`config.mk`:
```
export PLATFORM = sky130hd
export DESIGN_NAME = digit_serial_sub_16bit
export DESIGN_NICKNAME = d
export VERILOG_FILES = /design/src/rtl/digit_serial_sub_16bit_pkg.sv /design/src/rtl/digit_serial_sub_16bit_sub_digit.sv /design/src/rtl/digit_serial_sub_16bit.sv
export SDC_FILE = /design/constraint.sdc
export NUM_CORES = 1
export LEC_CHECK = 0
export BUFFER_PORTS_ARGS = -buffer_cell sky130_fd_sc_hd__buf_2
export CAP_MARGIN = 15
export CELL_PAD_IN_SITES_DETAIL_PLACEMENT = 1
export CELL_PAD_IN_SITES_GLOBAL_PLACEMENT = 1
export CORE_MARGIN = 10
export CORE_UTILIZATION = 25
export CTS_CLUSTER_SIZE = 28
export DETAILED_ROUTE_END_ITERATION = 7
export PLACE_DENSITY = 0.59
export SYNTH_ARGS = -nofsm -noshare
export SYNTH_HDL_FRONTEND = slang
export SYNTH_HIERARCHICAL = 1
export SYNTH_SLANG_ARGS = --single-unit
```
`constraint.sdc`:
```
create_clock -name clk -period 3.4 [get_ports clk]
set_clock_uncertainty 0.1 [all_clocks]
set_input_delay 0.17 -clock clk [delete_from_list [all_inputs] [get_ports clk]]
set_output_delay 0.17 -clock clk [all_outputs]
set_load 0.1 [all_outputs]
```
`src/rtl/digit_serial_sub_16bit_pkg.sv`:
```
// rtl/digit_serial_sub_16bit_pkg.sv - shared state encoding and size defaults for the digit-serial subtractor
package digit_serial_sub_16bit_pkg;

    localparam int DEF_WIDTH   = 16;
    localparam int DEF_DIGIT_W = 4;
    localparam int DEF_NDIG    = DEF_WIDTH / DEF_DIGIT_W;

    typedef enum logic [1:0] {
        ST_IDLE = 2'd0,
        ST_RUN  = 2'd1,
        ST_DONE = 2'd2
    } state_t;

endpackage

```
`src/rtl/digit_serial_sub_16bit_sub_digit.sv`:
```
// rtl/digit_serial_sub_16bit_sub_digit.sv - combinational DIGIT_W-bit borrow-ripple subtractor
module digit_serial_sub_16bit_sub_digit #(
    parameter int DIGIT_W = 4
) (
    input  logic [DIGIT_W-1:0] x,
    input  logic [DIGIT_W-1:0] y,
    input  logic               bi,
    output logic [DIGIT_W-1:0] d,
    output logic               bo
);

    // br[i] is the borrow flowing into bit i; br[DIGIT_W] leaves the digit.
    logic [DIGIT_W:0] br;

    assign br[0] = bi;

    for (genvar i = 0; i < DIGIT_W; i++) begin : g_fs
        // One full subtractor: x - y - borrow, borrow out when the result goes negative.
        assign d[i]    = x[i] ^ y[i] ^ br[i];
        assign br[i+1] = (~x[i] & y[i]) | (~(x[i] ^ y[i]) & br[i]);
    end

    assign bo = br[DIGIT_W];

endmodule

```
`src/rtl/digit_serial_sub_16bit.sv`:
```
// rtl/digit_serial_sub_16bit.sv - multi-cycle subtractor D = a - b - bin, one digit per clock, LSB first
module digit_serial_sub_16bit
    import digit_serial_sub_16bit_pkg::*;
#(
    parameter int WIDTH   = DEF_WIDTH,
    parameter int DIGIT_W = DEF_DIGIT_W
) (
    input  logic             clk,
    input  logic             rst,
    input  logic             start,
    input  logic [WIDTH-1:0] a,
    input  logic [WIDTH-1:0] b,
    input  logic             bin,
    output logic             busy,
    output logic             done,
    output logic [WIDTH-1:0] D,
    output logic             Bout,
    output logic             V,
    output logic             Z
);

    localparam int NDIG  = WIDTH / DIGIT_W;
    localparam int CNT_W = (NDIG > 1) ? $clog2(NDIG) : 1;
    localparam int MSB   = WIDTH - 1;

    state_t             state;
    state_t             state_nxt;
    logic [WIDTH-1:0]   a_r;
    logic [WIDTH-1:0]   b_r;
    logic               borrow_reg;
    logic [CNT_W-1:0]   cnt;

    logic [DIGIT_W-1:0] dig_a;
    logic [DIGIT_W-1:0] dig_b;
    logic [DIGIT_W-1:0] dig_d;
    logic               dig_bo;
    logic [WIDTH-1:0]   d_next;
    logic               last_dig;
    logic               accept;

    assign dig_a    = a_r[cnt*DIGIT_W +: DIGIT_W];
    assign dig_b    = b_r[cnt*DIGIT_W +: DIGIT_W];
    assign last_dig = (cnt == CNT_W'(NDIG - 1));
    assign accept   = start && (state != ST_RUN);

    digit_serial_sub_16bit_sub_digit #(
        .DIGIT_W (DIGIT_W)
    ) u_sub_digit (
        .x  (dig_a),
        .y  (dig_b),
        .bi (borrow_reg),
        .d  (dig_d),
        .bo (dig_bo)
    );

    // Difference as it will look once the current digit is written; flags on the last digit use it.
    always_comb begin
        d_next = D;
        d_next[cnt*DIGIT_W +: DIGIT_W] = dig_d;
    end

    // State register.
    always_ff @(posedge clk) begin
        if (rst) state <= ST_IDLE;
        else     state <= state_nxt;
    end

    // Next-state and handshake outputs; start is honoured in IDLE and DONE but not in RUN.
    always_comb begin
        state_nxt = state;
        busy      = 1'b0;
        done      = 1'b0;
        unique case (state)
            ST_IDLE: begin
                if (start) state_nxt = ST_RUN;
            end
            ST_RUN: begin
                busy = 1'b1;
                if (last_dig) state_nxt = ST_DONE;
            end
            ST_DONE: begin
                done      = 1'b1;
                state_nxt = start ? ST_RUN : ST_IDLE;
            end
            default: state_nxt = ST_IDLE;
        endcase
    end

    // Operand capture, per-digit write-back with borrow chaining, and flags latched on the final digit.
    always_ff @(posedge clk) begin
        if (rst) begin
            a_r        <= '0;
            b_r        <= '0;
            borrow_reg <= 1'b0;
            cnt        <= '0;
            D          <= '0;
            Bout       <= 1'b0;
            V          <= 1'b0;
            Z          <= 1'b0;
        end else if (accept) begin
            a_r        <= a;
            b_r        <= b;
            borrow_reg <= bin;
            cnt        <= '0;
        end else if (state == ST_RUN) begin
            D          <= d_next;
            borrow_reg <= dig_bo;
            cnt        <= cnt + CNT_W'(1);
            if (last_dig) begin
                Bout <= dig_bo;
                V    <= (a_r[MSB] != b_r[MSB]) && (d_next[MSB] != a_r[MSB]);
                Z    <= (d_next == '0);
            end
        end
    end

endmodule
```
# Yosys cells after proc, flatten, opt, wreduce, memory -nomap -nowiden
# Cells that the tools add are included.
[word_totals]
register_bits = 56
in_bits = 36
output_inout_bits = 21
wordCells = 70
[classes]
addsub = 2
eq_ne = 8
shift = 4
n_mux = 9
bitwise = 29
reduce_logical = 9
[op_table]
columns = ["cell", "n"]
rows = [
  ["$neg 4->34", 1],
  ["$shift 4x34->16 const A", 1],
  ["$shiftx 4x34->16", 1],
  ["$shiftx 16x5->4", 2],
  ["$bwmux 16", 1],
  ["$logic_not 16->1", 1],
  ["$not 1->1", 9],
  ["$and 1x1->1", 8],
  ["$xor 1x1->1", 8],
  ["$pmux 2 s3", 1],
  ["$mux 1", 5],
  ["$eq 2x2->1 const B", 2],
  ["$mux 2", 2],
  ["$ne 2x2->1 const B", 2],
  ["$or 1x1->1", 4],
  ["$reduce_and 2->1", 2],
  ["$reduce_and 3->1", 1],
  ["$add 2x1->2 const B", 1],
  ["$eq 2x1->1 const B", 1],
  ["$logic_and 1x1->1", 2],
  ["$logic_not 2->1", 1],
  ["$ne 1x1->1", 2],
  ["$ne 2x1->1 const B", 1],
  ["$reduce_bool 2->1", 1],
  ["$reduce_or 2->1", 1],
]

# Depth between registers and ports, before layout
[logic_depth]
depth_word = 14
depth_mapped = 13
ltp_nobuf = 12

# Cells and area by module
# Netlist, hierarchy kept.
[by_module_without_submodules]
columns = ["module", "instances", "cells_each", "area_per_inst_um2", "seq_area_each_um2"]
rows = [
  ["digit_serial_sub_16bit", 1, 289, 2467.4, 1121.1],
  ["digit_serial_sub_16bit_sub_digit", 1, 14, 117.6, 0.0],
]

# Worst setup path after synthesis
# No wires, ideal clock.
[synth_timing]
kind = "register to register"
from = "reg cnt[0]"
to = "reg Z"
setup_ns = 0.084
t_arrival_ns = 3.388
required_time_ns = 3.216
setup_slack_ns = -0.172
path_stages_with_launch = 12
path_buffers = 2
synth_period_minus_slack_ns = 3.572
cell_sequence = "dfxtp_1 buf_4 buf_2 mux4_2 fa_1 fa_1 inv_1 fa_1 or3_1 nand4_1 o211ai_1 o31ai_2"
[synth_via]
elab_cells_between_ends = 32
cone_classes = "add/sub: 1; eq/ne: 1; shift: 4; mux: 1; bitwise: 23; reduce/logical: 2"
[synth_lines]
columns = ["element", "line_no", "text"]
rows = [
  ["start, declared", "digit_serial_sub_16bit.sv:31", "logic [CNT_W-1:0] cnt;"],
  ["start signal, assigned", "digit_serial_sub_16bit.sv:108", "cnt <= cnt + CNT_W'(1);"],
  ["$shiftx 16x5->4 *", "digit_serial_sub_16bit.sv:42", "assign dig_b = b_r[cnt*DIGIT_W +: DIGIT_W];"],
  ["named net dig_b[1]", "digit_serial_sub_16bit.sv:34", "logic [DIGIT_W-1:0] dig_b;"],
  ["$xor 1x1->1", "digit_serial_sub_16bit_sub_digit.sv:20", "assign br[i+1] = (~x[i] & y[i]) | (~(x[i] ^ y[i]) & br[i]);"],
  ["$not 1->1", "digit_serial_sub_16bit_sub_digit.sv:20", ""],
  ["$and 1x1->1", "digit_serial_sub_16bit_sub_digit.sv:20", ""],
  ["$or 1x1->1 *", "digit_serial_sub_16bit_sub_digit.sv:20", ""],
  ["$and 1x1->1 *", "digit_serial_sub_16bit_sub_digit.sv:20", ""],
  ["$or 1x1->1 *", "digit_serial_sub_16bit_sub_digit.sv:20", ""],
  ["$xor 1x1->1 *", "digit_serial_sub_16bit_sub_digit.sv:19", "assign d[i] = x[i] ^ y[i] ^ br[i];"],
  ["named net dig_d[3]", "digit_serial_sub_16bit.sv:35", "logic [DIGIT_W-1:0] dig_d;"],
  ["$shiftx 4x34->16 *", "digit_serial_sub_16bit.sv:59", "d_next[cnt*DIGIT_W +: DIGIT_W] = dig_d;"],
  ["$bwmux 16 *", "digit_serial_sub_16bit.sv:59", ""],
  ["$logic_not 16->1 *", "digit_serial_sub_16bit.sv:112", "Z <= (d_next == '0);"],
  ["end signal, assigned", "digit_serial_sub_16bit.sv:112", ""],
  ["end, declared", "digit_serial_sub_16bit.sv:19", "output logic Z"],
]
# Mark *: on every way through the listed nets, which the timed path passes. The rest lies on a longest branch.
# A chain may end at the register's enable or synchronous reset.

# Final worst setup path
[layout_timing]
from = "reg cnt[0]"
to = "reg Z"
[layout_via]
elab_chain_len = 13
elab_cells_between_ends = 32
cone_classes = "add/sub: 1; eq/ne: 1; shift: 4; mux: 1; bitwise: 23; reduce/logical: 2"
[layout_lines]
columns = ["element", "line_no"]
rows = [
  ["$shiftx 16x5->4 *", "digit_serial_sub_16bit.sv:42"],
  ["named net dig_b[0]", "digit_serial_sub_16bit.sv:34"],
  ["$xor 1x1->1", "digit_serial_sub_16bit_sub_digit.sv:20"],
  ["$not 1->1", "digit_serial_sub_16bit_sub_digit.sv:20"],
  ["$and 1x1->1", "digit_serial_sub_16bit_sub_digit.sv:20"],
  ["$or 1x1->1 *", "digit_serial_sub_16bit_sub_digit.sv:20"],
  ["$and 1x1->1 *", "digit_serial_sub_16bit_sub_digit.sv:20"],
  ["$or 1x1->1 *", "digit_serial_sub_16bit_sub_digit.sv:20"],
  ["$and 1x1->1 *", "digit_serial_sub_16bit_sub_digit.sv:20"],
  ["$or 1x1->1 *", "digit_serial_sub_16bit_sub_digit.sv:20"],
  ["$xor 1x1->1 *", "digit_serial_sub_16bit_sub_digit.sv:19"],
  ["named net dig_d[3]", "digit_serial_sub_16bit.sv:35"],
  ["$shiftx 4x34->16 *", "digit_serial_sub_16bit.sv:59"],
  ["$bwmux 16 *", "digit_serial_sub_16bit.sv:59"],
  ["$logic_not 16->1 *", "digit_serial_sub_16bit.sv:112"],
]
# Marks and branches as above.

==> metrics <==
CTS Sinks 56; vias in the first global route 2,545; Crit. End Element flop; Setup Viol. Count Final 0; nets 430; status finished, final reports clean; fraction of registers with async set/reset 0%; pre-CTS WS 3.387 ps; port buffer count 56; PnR worst setup slack about 73 ps; Pre-antenna DRT Iters 4; Antenna Nets Post-Route 0; Post-Syn Area roughly 2600 um2; DRT iter0 DRCs 85; die width 121.7 um; Row Count 37; WP data arrival 3480 ps; top cells by area, synth dfxtp_1 (43%), nand2_1 (10%), a21oi_1 (7.6%); worst vdd ir 0.0001655 V; Seq cells post-synth 56; synthesized instance count 303; Worst Tran Pin Value 1063 ps; Hold Fails Final Rpt 0; Root Driver clkbuf_8; Post-synth EDFFs 0; Area Growth Syn to Fin 32.28%; Core Region 10,180 um2; Reg2Reg Setup Slack between 70 and 80 ps; wire length per cell 14.69 um; RSZ-0062 raised after global routing true; Hold Path Class input port to flop; Ys Warns 6; FMAX between 300 and 400 MHz; Slew HR 29.16%; register area share after synthesis 43.37%; chip height 121.7 um; DIE AREA 14,810 um2; reg2reg path depth 12; clk slew on worst S/H paths 110 ps; Min Hold Slack 4.987 ps; Synth Area per Inst 8.531 um2; synth unique cells 40; first-pass GRT wire length roughly 13,000 um; pin count of the biggest net entering global routing slightly below 60; layout cells sized above 1 24.42%; initial antenna violation count 0; post-DP HPWL 5579 um; CTS H-tree lvls 2; diodes inserted 0; commonest non-fill, non-tap cell in the layout nand2_1; area leader, netlist dfxtp_1; P_leak around 1.4 nW; Post-Route Setup TNS 0 ps; via count between 2,000 and 2,500; worst skew pair latency approximately 320 ps; I/O pin count 57; CP Max Fanout 4; pwr dens 430.4 nW/um2; fin crit period 3327 ps; max-slew violation count 0; MaxCap Viol Count 0; most frequent cells in the layout nand2_1 (72), buf_2 (56), dfxtp_1 (55); GRT overflow 0; biggest regs D x16, a_r x16, b_r x16; syn_nets 349; Top FF cell, synth dfxtp_1; CTS tree yes; DR DRC count 0; CTS Buf Count 5; Crit path required time approximately 3600 ps; # fillers 1,256; RD Place Congestion 0.8261; Via density 4.595; initial core utilization 25.38%; CTS max path bufs 2; final core occ 33.57%; Crit Path Category flop to flop; period utilization a little over nine tenths; total wire length 7656 um; top-area cell type share of the netlist area 43.37%; Tot GR Track Use between 10% and 20%; crit start category flop; hold path depth 3
==> synthesized netlist by cell type, drive strengths merged, types with 2 or more instances <==
| cell | n |
|---|---|
| a211oi | 2 |
| nor2 | 26 |
| mux2i | 3 |
| dfxtp | 56 |
| mux4 | 8 |
| a22oi | 14 |
| nor4 | 2 |
| clkbuf | 8 |
| nand2 | 72 |
| buf | 11 |
| and3 | 2 |
| nand2b | 2 |
| nor2b | 4 |
| inv | 16 |
| nand3b | 4 |
| nand4 | 3 |
| ha | 6 |
| a21oi | 39 |
| fa | 4 |
| nor3 | 4 |
==> cell families after synthesis <==
group                      count (synthesis)  share of synthesized area (%)
AOI/OAI and AO/OA                         65                          15.44
and+or+nand+nor                          126                          21.39
adders and majority gates                 10                          6.002
muxes                                     11                          8.132
DFF                                       56                          43.37
buffers and inverters                     35                          5.663
==> power by group <==
group | switching, mW | leakage, nW | internal [mW]
Combinational | 0.218 | 0.878 | 0.153
Clock | 0.245 | 0.0445 | 0.147
Sequential | 0.0212 | 0.458 | 0.687
Total | 0.484 | 1.38 | 0.987
==> metal layers <==
layer  share of wire [%]  global-route usage (%)  vias up
met5                   0                       0        -
met2                  50                   18.03       45
met4                0.68                   2.235        0
li1                    -                       -     1195
met1                  46                   12.68     1148
met3                 4.0                   3.145        6
==> worst max-delay path: stages (launching register included) <==
cell,delay (ps)
dfxtp_4,390
mux4_2,500
inv_2,80
fa_2,190
inv_1,50
fa_2,350
fa_2,350
inv_2,70
fa_2,470
or3_1,340
nand4_1,110
o211ai_1,100
o31ai_2,180
==> final cells by class <==
class	instances	area (um2)	area share (%)
clock buffers	5	68.82	2.012
clock inverters	3	21.27	0.6220
inverters	16	63.81	1.866
multi-input cells	212	1339	39.15
flip-flops and latches	56	1125	32.89
well taps	136	170.2	4.976
repair buffers	93	631.9	18.48
==> stage by stage <==
step | std cells | cell area [um2] | total power, mW
2_1_floorplan | 303 | 2603 | 0.9346
3_3_place_gp | 481 | 2993 | 1.024
3_5_place_dp | 481 | 2993 | 1.033
4_1_cts | 517 | 3366 | 1.444
5_1_grt | 521 | 3420 | 1.547
6_report | 521 | 3420 | 1.472
==> final timing paths <==
path | startpoint | end
max | cnt[0]$_SDFFE_PP0P_ | Z$_SDFFE_PP0P_
min | b[0] | b_r[0]$_SDFFE_PP0P_
max reg2reg | cnt[0]$_SDFFE_PP0P_ | Z$_SDFFE_PP0P_
min reg2reg | a_r[8]$_SDFFE_PP0P_ | a_r[8]$_SDFFE_PP0P_
==> what timing repair did <==
item	4_1_cts	5_1_grt
gates resized for setup	1	9
endpoints found under the hold margin	28	0
buffers inserted	0	4
hold buffers	28	0
endpoints found under the setup margin	1	2
pin swaps	1	6
Power figures use the tool's default switching activity.
